===== src/rtl/udma_spim_cfg_seq_pkg.sv =====
// udma_spim_cfg_seq_pkg: channel, register index, CFG bit and FSM state definitions for the SPIM cfg sequencer
package udma_spim_cfg_seq_pkg;

    typedef enum logic [1:0] {
        CH_RX   = 2'd0,
        CH_TX   = 2'd1,
        CH_CMD  = 2'd2,
        CH_RSVD = 2'd3
    } chan_e;

    localparam logic [4:0] REG_RX_BASE   = 5'h00;
    localparam logic [4:0] REG_TX_BASE   = 5'h04;
    localparam logic [4:0] REG_CMD_BASE  = 5'h08;
    localparam logic [4:0] REG_SADDR_OFS = 5'd0;
    localparam logic [4:0] REG_SIZE_OFS  = 5'd1;
    localparam logic [4:0] REG_CFG_OFS   = 5'd2;

    localparam int CFG_CONT   = 0;
    localparam int CFG_DS_LSB = 1;
    localparam int CFG_EN     = 4;
    localparam int CFG_PEND   = 5;
    localparam int CFG_CLR    = 6;
    localparam int CFG_BP     = 7;

    localparam logic [1:0]  DS_CMD        = 2'b10;
    localparam logic [31:0] CFG_BUSY_MASK = (32'd1 << CFG_EN) | (32'd1 << CFG_PEND);
    localparam logic [31:0] CFG_CLR_WORD  = 32'd1 << CFG_CLR;

    typedef enum logic [3:0] {
        S_IDLE,
        S_WR_SADDR,
        S_WR_SIZE,
        S_WR_CFG,
        S_GAP,
        S_POLL,
        S_CLR,
        S_DONE,
        S_ABORTED
    } state_e;

    function automatic logic [4:0] reg_base(input chan_e ch);
        return (ch == CH_TX) ? REG_TX_BASE : (ch == CH_CMD) ? REG_CMD_BASE : REG_RX_BASE;
    endfunction

endpackage


===== src/rtl/udma_spim_cfg_seq_req.sv =====
// udma_spim_cfg_req: holds one cfg request stable until accepted and returns an accept strobe with read data
module udma_spim_cfg_req (
    input  logic        clk_i,
    input  logic        rst_i,
    input  logic        start_i,
    input  logic [4:0]  addr_i,
    input  logic [31:0] data_i,
    input  logic        rwn_i,
    output logic [31:0] cfg_data_o,
    output logic [4:0]  cfg_addr_o,
    output logic        cfg_valid_o,
    output logic        cfg_rwn_o,
    input  logic [31:0] cfg_data_i,
    input  logic        cfg_ready_i,
    output logic        ack_o,
    output logic [31:0] rdata_o
);

    logic        valid_q, valid_d;
    logic        rwn_q, rwn_d;
    logic [4:0]  addr_q, addr_d;
    logic [31:0] data_q, data_d;

    always_comb begin
        valid_d = start_i | (valid_q & ~cfg_ready_i);
        addr_d  = start_i ? addr_i : addr_q;
        data_d  = start_i ? data_i : data_q;
        rwn_d   = start_i ? rwn_i : rwn_q;
    end

    always_ff @(posedge clk_i) begin
        if (rst_i) begin
            valid_q <= 1'b0;
            rwn_q   <= 1'b0;
            addr_q  <= '0;
            data_q  <= '0;
        end else begin
            valid_q <= valid_d;
            rwn_q   <= rwn_d;
            addr_q  <= addr_d;
            data_q  <= data_d;
        end
    end

    assign cfg_valid_o = valid_q;
    assign cfg_addr_o  = addr_q;
    assign cfg_data_o  = data_q;
    assign cfg_rwn_o   = rwn_q;
    assign ack_o       = valid_q & cfg_ready_i;
    assign rdata_o     = cfg_data_i;

endmodule


===== src/rtl/udma_spim_cfg_seq.sv =====
// udma_spim_cfg_seq: programs one uDMA SPIM channel from a descriptor and polls it idle
// UDMA_SPIM_CFG_SEQ_TIMEOUT_EN bounds polling to POLL_TIMEOUT reads before clearing the channel
module udma_spim_cfg_seq
    import udma_spim_cfg_seq_pkg::*;
#(
    parameter int unsigned L2_AWIDTH_NOAL = 12,
    parameter int unsigned TRANS_SIZE     = 16,
    parameter int unsigned POLL_GAP       = 4,
    parameter int unsigned POLL_TIMEOUT   = 1024
) (
    input  logic                      clk_i,
    input  logic                      rst_i,
    input  logic                      desc_valid_i,
    output logic                      desc_ready_o,
    input  logic [1:0]                desc_chan_i,
    input  logic [L2_AWIDTH_NOAL-1:0] desc_saddr_i,
    input  logic [TRANS_SIZE-1:0]     desc_size_i,
    input  logic [1:0]                desc_datasize_i,
    input  logic                      desc_cont_i,
    input  logic                      desc_bp_i,
    input  logic                      abort_i,
    output logic [31:0]               cfg_data_o,
    output logic [4:0]                cfg_addr_o,
    output logic                      cfg_valid_o,
    output logic                      cfg_rwn_o,
    input  logic [31:0]               cfg_data_i,
    input  logic                      cfg_ready_i,
    output logic                      busy_o,
    output logic                      done_o,
    output logic                      err_o
);

    if (POLL_GAP < 1 || POLL_GAP > 255 || POLL_TIMEOUT < 1) begin : g_param_chk
        $error("udma_spim_cfg_seq: POLL_GAP must be 1..255 and POLL_TIMEOUT at least 1");
    end

    state_e                    state_q, state_d;
    chan_e                     chan_q, chan_d;
    logic [L2_AWIDTH_NOAL-1:0] saddr_q, saddr_d;
    logic [TRANS_SIZE-1:0]     size_q, size_d;
    logic [1:0]                ds_q, ds_d;
    logic                      cont_q, cont_d;
    logic                      bp_q, bp_d;
    logic [7:0]                gap_q, gap_d;
    logic                      abort_q, abort_d;
    logic                      rej_q, rej_d;
    logic                      accept, abort_hit, poll_idle, timeout;
    logic                      req_start, req_rwn, req_ack;
    logic [4:0]                req_addr;
    logic [31:0]               req_data, req_rdata, cfg_word;

`ifdef UDMA_SPIM_CFG_SEQ_TIMEOUT_EN
    localparam int unsigned PCW = $clog2(POLL_TIMEOUT + 1);
    logic [PCW-1:0] polls_q, polls_d;
    always_comb begin
        polls_d = accept ? '0 : (state_q == S_POLL && req_ack) ? polls_q + 1'b1 : polls_q;
        timeout = polls_q == PCW'(POLL_TIMEOUT - 1);
    end
    always_ff @(posedge clk_i) begin
        if (rst_i) polls_q <= '0;
        else polls_q <= polls_d;
    end
`else
    assign timeout = 1'b0;
`endif

    always_comb begin
        accept    = (state_q == S_IDLE) & desc_valid_i;
        chan_d    = accept ? chan_e'(desc_chan_i) : chan_q;
        saddr_d   = accept ? desc_saddr_i : saddr_q;
        size_d    = accept ? desc_size_i : size_q;
        ds_d      = accept ? desc_datasize_i : ds_q;
        cont_d    = accept ? desc_cont_i : cont_q;
        bp_d      = accept ? desc_bp_i : bp_q;
        rej_d     = accept & (chan_e'(desc_chan_i) == CH_RSVD);
        abort_hit = abort_q | abort_i;
        poll_idle = ~|(req_rdata & CFG_BUSY_MASK);
        state_d   = state_q;
        case (state_q)
            S_IDLE:     state_d = (accept && !rej_d) ? S_WR_SADDR : S_IDLE;
            S_WR_SADDR: if (req_ack) state_d = abort_hit ? S_CLR : S_WR_SIZE;
            S_WR_SIZE:  if (req_ack) state_d = abort_hit ? S_CLR : S_WR_CFG;
            S_WR_CFG:   if (req_ack) state_d = abort_hit ? S_CLR : cont_q ? S_DONE : S_GAP;
            S_GAP:      state_d = abort_hit ? S_CLR : (gap_q == 8'd0) ? S_POLL : S_GAP;
            // an idle poll result takes priority over a simultaneous abort
            S_POLL:     if (req_ack) state_d = poll_idle ? S_DONE : (abort_hit | timeout) ? S_CLR : S_GAP;
            S_CLR:      if (req_ack) state_d = S_ABORTED;
            default:    state_d = S_IDLE;
        endcase
        gap_d   = (state_d != S_GAP) ? gap_q : (state_q != S_GAP) ? 8'(POLL_GAP - 1) : gap_q - 8'd1;
        abort_d = abort_hit & (state_d == state_q) &
                  (state_q inside {S_WR_SADDR, S_WR_SIZE, S_WR_CFG, S_GAP, S_POLL});
        cfg_word                         = 32'h0;
        cfg_word[CFG_CONT]               = cont_d;
        cfg_word[CFG_DS_LSB +: 2]        = (chan_d == CH_CMD) ? DS_CMD : ds_d;
        cfg_word[CFG_EN]                 = 1'b1;
        cfg_word[CFG_BP]                 = bp_d & (chan_d == CH_RX);
        req_start = (state_d != state_q) & (state_d inside {S_WR_SADDR, S_WR_SIZE, S_WR_CFG, S_POLL, S_CLR});
        req_rwn   = state_d == S_POLL;
        req_addr  = reg_base(chan_d) + ((state_d == S_WR_SADDR) ? REG_SADDR_OFS :
                                        (state_d == S_WR_SIZE) ? REG_SIZE_OFS : REG_CFG_OFS);
        req_data  = (state_d == S_WR_SADDR) ? 32'(saddr_d) :
                    (state_d == S_WR_SIZE) ? 32'(size_d) :
                    (state_d == S_WR_CFG) ? cfg_word :
                    (state_d == S_CLR) ? CFG_CLR_WORD : 32'h0;
    end

    always_ff @(posedge clk_i) begin
        if (rst_i) begin
            state_q <= S_IDLE;
            chan_q  <= CH_RX;
            saddr_q <= '0;
            size_q  <= '0;
            ds_q    <= '0;
            cont_q  <= 1'b0;
            bp_q    <= 1'b0;
            gap_q   <= '0;
            abort_q <= 1'b0;
            rej_q   <= 1'b0;
        end else begin
            state_q <= state_d;
            chan_q  <= chan_d;
            saddr_q <= saddr_d;
            size_q  <= size_d;
            ds_q    <= ds_d;
            cont_q  <= cont_d;
            bp_q    <= bp_d;
            gap_q   <= gap_d;
            abort_q <= abort_d;
            rej_q   <= rej_d;
        end
    end

    udma_spim_cfg_req u_req (
        .clk_i       (clk_i),
        .rst_i       (rst_i),
        .start_i     (req_start),
        .addr_i      (req_addr),
        .data_i      (req_data),
        .rwn_i       (req_rwn),
        .cfg_data_o  (cfg_data_o),
        .cfg_addr_o  (cfg_addr_o),
        .cfg_valid_o (cfg_valid_o),
        .cfg_rwn_o   (cfg_rwn_o),
        .cfg_data_i  (cfg_data_i),
        .cfg_ready_i (cfg_ready_i),
        .ack_o       (req_ack),
        .rdata_o     (req_rdata)
    );

    assign desc_ready_o = state_q == S_IDLE;
    assign busy_o       = !(state_q inside {S_IDLE, S_DONE, S_ABORTED});
    assign done_o       = state_q == S_DONE;
    assign err_o        = (state_q == S_ABORTED) | rej_q;

endmodule

===== config.mk =====
export PLATFORM = sky130hd
export DESIGN_NAME = udma_spim_cfg_seq
export DESIGN_NICKNAME = d
export VERILOG_FILES = /design/src/rtl/udma_spim_cfg_seq_pkg.sv /design/src/rtl/udma_spim_cfg_seq_req.sv /design/src/rtl/udma_spim_cfg_seq.sv
export SDC_FILE = /design/constraint.sdc
export NUM_CORES = 1
export LEC_CHECK = 0
export ABC_AREA = 1
export BUFFER_PORTS_ARGS = -buffer_cell sky130_fd_sc_hd__buf_4
export CAP_MARGIN = 20
export CORE_AREA = 2 2 127 67
export CTS_CLUSTER_DIAMETER = 120
export DETAILED_ROUTE_END_ITERATION = 10
export DIE_AREA = 0 0 129 69
export PLACE_DENSITY_LB_ADDON = 0.2
export SYNTH_ARGS = -nofsm -noshare
export SYNTH_HDL_FRONTEND = slang
export SYNTH_SLANG_ARGS = --single-unit

===== constraint.sdc =====
create_clock -name clk_i -period 1.9 [get_ports clk_i]
set_clock_uncertainty 0.1 [all_clocks]
set_input_delay 0.38 -clock clk_i [delete_from_list [all_inputs] [get_ports clk_i]]
set_output_delay 0.38 -clock clk_i [all_outputs]
set_load 0.02 [all_outputs]

==> results_dict.tcl <==
set metrics [dict create \
    status "finished, violations left" \
    violations "setup timing" \
    crit_fanout 5 \
    via_per_inst 4.840 \
    core_um2 7799 \
    synthAdderAreaFrac_pct 0.7158 \
    hold_start "desc_size_i[5]" \
    layout_commonest_cell "buf_4" \
    timing.critical_path.buf_inv 5 \
    reg2reg_from "state_q[3]$_SDFF_PP0_" \
    synthMuxAreaShare_pct 4.581 \
    avgSynthCellArea_um2 6.882 \
    die_area_um2 8901 \
    ir_drop_mv 0.9841 \
    clockBufferDepth 2 \
    routed_wl_mm 11.33 \
    clock.fmax_mhz 457.3 \
    synth_top_family_by_area "simple AND/OR/NAND/NOR gates" \
    die_w_um 129 \
    synthToLayoutAreaGrowth_pct 59.09 \
    path_common_cell "nor2_4" \
    drc 0 \
    rsz0062_at_grt "true" \
    rows 23 \
    grt_usage_pct 24.39 \
    clk_pin_slew_worst_paths_ps 60 \
    crit_path_top_delay_cell "dfxtp_4" \
    tns_ps -5248 \
    drv_slew 0 \
    cap_viol_max_count 0 \
    avgRoutedWirePerCell_um 14.61 \
    ys_seq_area_share_pct 40.09 \
    clockRootBuffer "clkbuf_16" \
    finalNetCount 731 \
    ant_nets 0 \
    clock_latency_ps 340 \
    finalHoldViolCount 0 \
    grt.overflow.total 0 \
    synthSimpleGateAreaFrac_pct 33.82 \
    synthXorXnorAreaFrac_pct 0.5011 \
    cts_tree "built" \
    path_class "reg2reg" \
    crit_start "state_q[3]$_SDFF_PP0_" \
    syn_area_um2 3496 \
    clkSinkCount 70 \
    p_leak_nw 2.755 \
    grt_pass1_wl_mm 16.88 \
    yosysTopAreaCellShare_pct 40.09 \
    firstDrtPassIters 5 \
    yosysWarnings 0 \
    crit_arrival_ps 2370 \
    synth.top_cells.by_area "dfxtp_1 40%, nand2_1 14%, nor2_1 8.8%, inv_1 5.9%, nand3_1 5.6%" \
    timing.final.ws_setup_ps -286.7 \
    cp_cell_sequence "nor2_4, buf_4, nand4_1, nand2_2, inv_1, nand2_1, nor2_4, buf_6, nor3_4, buf_6, buf_12, nand2_1, o21ai_2, nor2_4, nor2_1" \
    cpLargestDelayFamily "simple AND/OR/NAND/NOR gates" \
    drtIter0Drc 231 \
    endpoint_kind "register" \
    finish.utilization_pct 71.31 \
    drive_gt1_share_pct 41.03 \
    power_mw 7.125 \
    start_kind "register" \
    chipHeight_um 69 \
    grt_max_degree 27 \
    period_needed_ps 2187 \
    gp_congestion 0.9378 \
    cts_made_buffers 9 \
    antenna_found_initial 0 \
    n_antenna_cell 0 \
    yosys_register_bits 70 \
    io_buffers 66 \
    slowest_delay_ps 370 \
    htree_num_levels 3 \
    grt_pass1_vias 3496 \
    detailedPlace.worstSlack_ps -427.6 \
    io_pins 114 \
    netlist_instances 508 \
    power_density_nw_per_um2 1281 \
    synth_top_cell_by_area "dfxtp_1" \
    setup_viol 33 \
    fin_crit_sh_pct 115.1 \
    vias 3751 \
    hold_buffers 0 \
    start_util_pct 44.83 \
    dp_hpwl_mm 7.469 \
    critPathRequiredTime_ps 2080 \
    hold_path.class "in2reg" \
    mostFrequentLayoutCells "137 x buf_4, 96 x nand2_1, 65 x dfxtp_1" \
    synth-compound-area-share_pct 7.981 \
    synth_cell_types 33 \
]
## repair_timing
action	CTS	global route
endpoints found under the setup margin	35	35
gates resized for setup	43	95
setup buffers	14	6
cloned	3	2
pin swaps	22	33
## cell usage after synthesis (all sizes together)
cell type	instances
o21bai	1
nand4	10
a21oi	16
or2	1
xnor2	2
nand3	41
nor2	88
a31o	1
o21ai	25
a211oi	1
ha	2
clkbuf	8
and2	1
nand2	129
dfxtp	70
inv	58
conb	1
nor3	4
o21a	1
o22ai	2
o211ai	4
buf	26
mux2i	16
## tightest hold or removal path: cells and delay by family
kind	cells	cell delay, ps
buffers and inverters	1	80
AND/OR/NAND/NOR	1	80
multiplexers	1	70
## routing by layer
metal	track usage, %	share of wire (%)	wire length (µm)	up-vias
met3	8.307	6.6	753	7
met2	35.27	44	5018	115
met4	5.072	0.81	92	0
met1	35.15	48	5460	1744
li1	-	-	-	1885
met5	0	0	0	-
## final timing paths
| check | endpoint | slack [ps] | depth (start not counted) |
|---|---|---|---|
| min reg2reg | u_req.cfg_addr_o[3]$_SDFFE_PP0P_ | 370 | 2 |
| min | size_q[5]$_SDFF_PP0_ | 200 | 3 |
| max reg2reg | u_req.cfg_data_o[8]$_SDFFE_PP0P_ | -290 | 15 |
| max | u_req.cfg_data_o[8]$_SDFFE_PP0P_ | -290 | 15 |
## stage by stage
step,hold WS (ps),cells,instance area (µm²)
floorplan,349.5,524,3578
global placement,358.7,740,4576
detailed placement,359.0,740,4576
CTS,191.0,772,5159
global route,215.5,775,5562
finish,200.7,775,5562
## report_power, final
part           internal, mW  switching (mW)
sequential             1.71           0.126
clock                  1.09           0.638
combinational          1.59            1.97
total                  4.40            2.73
## cell type report
class                           instances  area (µm²)
Clock buffer                           13       260.3
Clock inverter                          3       42.54
Fill cell                             623        2237
Inverter                               58       236.5
Multi-Input combinational cell        363        2158
Sequential cell                        70        1420
Tap cell                              112       140.1
Timing Repair Buffer                  156        1304
## state kept, by name (all words and copies together) (netlist names), 2 cells and up
register / count
chan_q: 2
u_req.cfg_data_o: 16
size_q: 16
gap_q: 8
u_req.cfg_addr_o: 4
state_q: 4
saddr_q: 12
ds_q: 2
## cells by family after synthesis
group | count (synthesis)
AOI/OAI and AO/OA | 51
xor gates and xnor gates | 2
adders and majority gates | 2
buffers and inverters | 92
DFF | 70
muxes | 16
other | 1
and+or+nand+nor | 274
No activity file was read; power rests on OpenSTA's default activity.
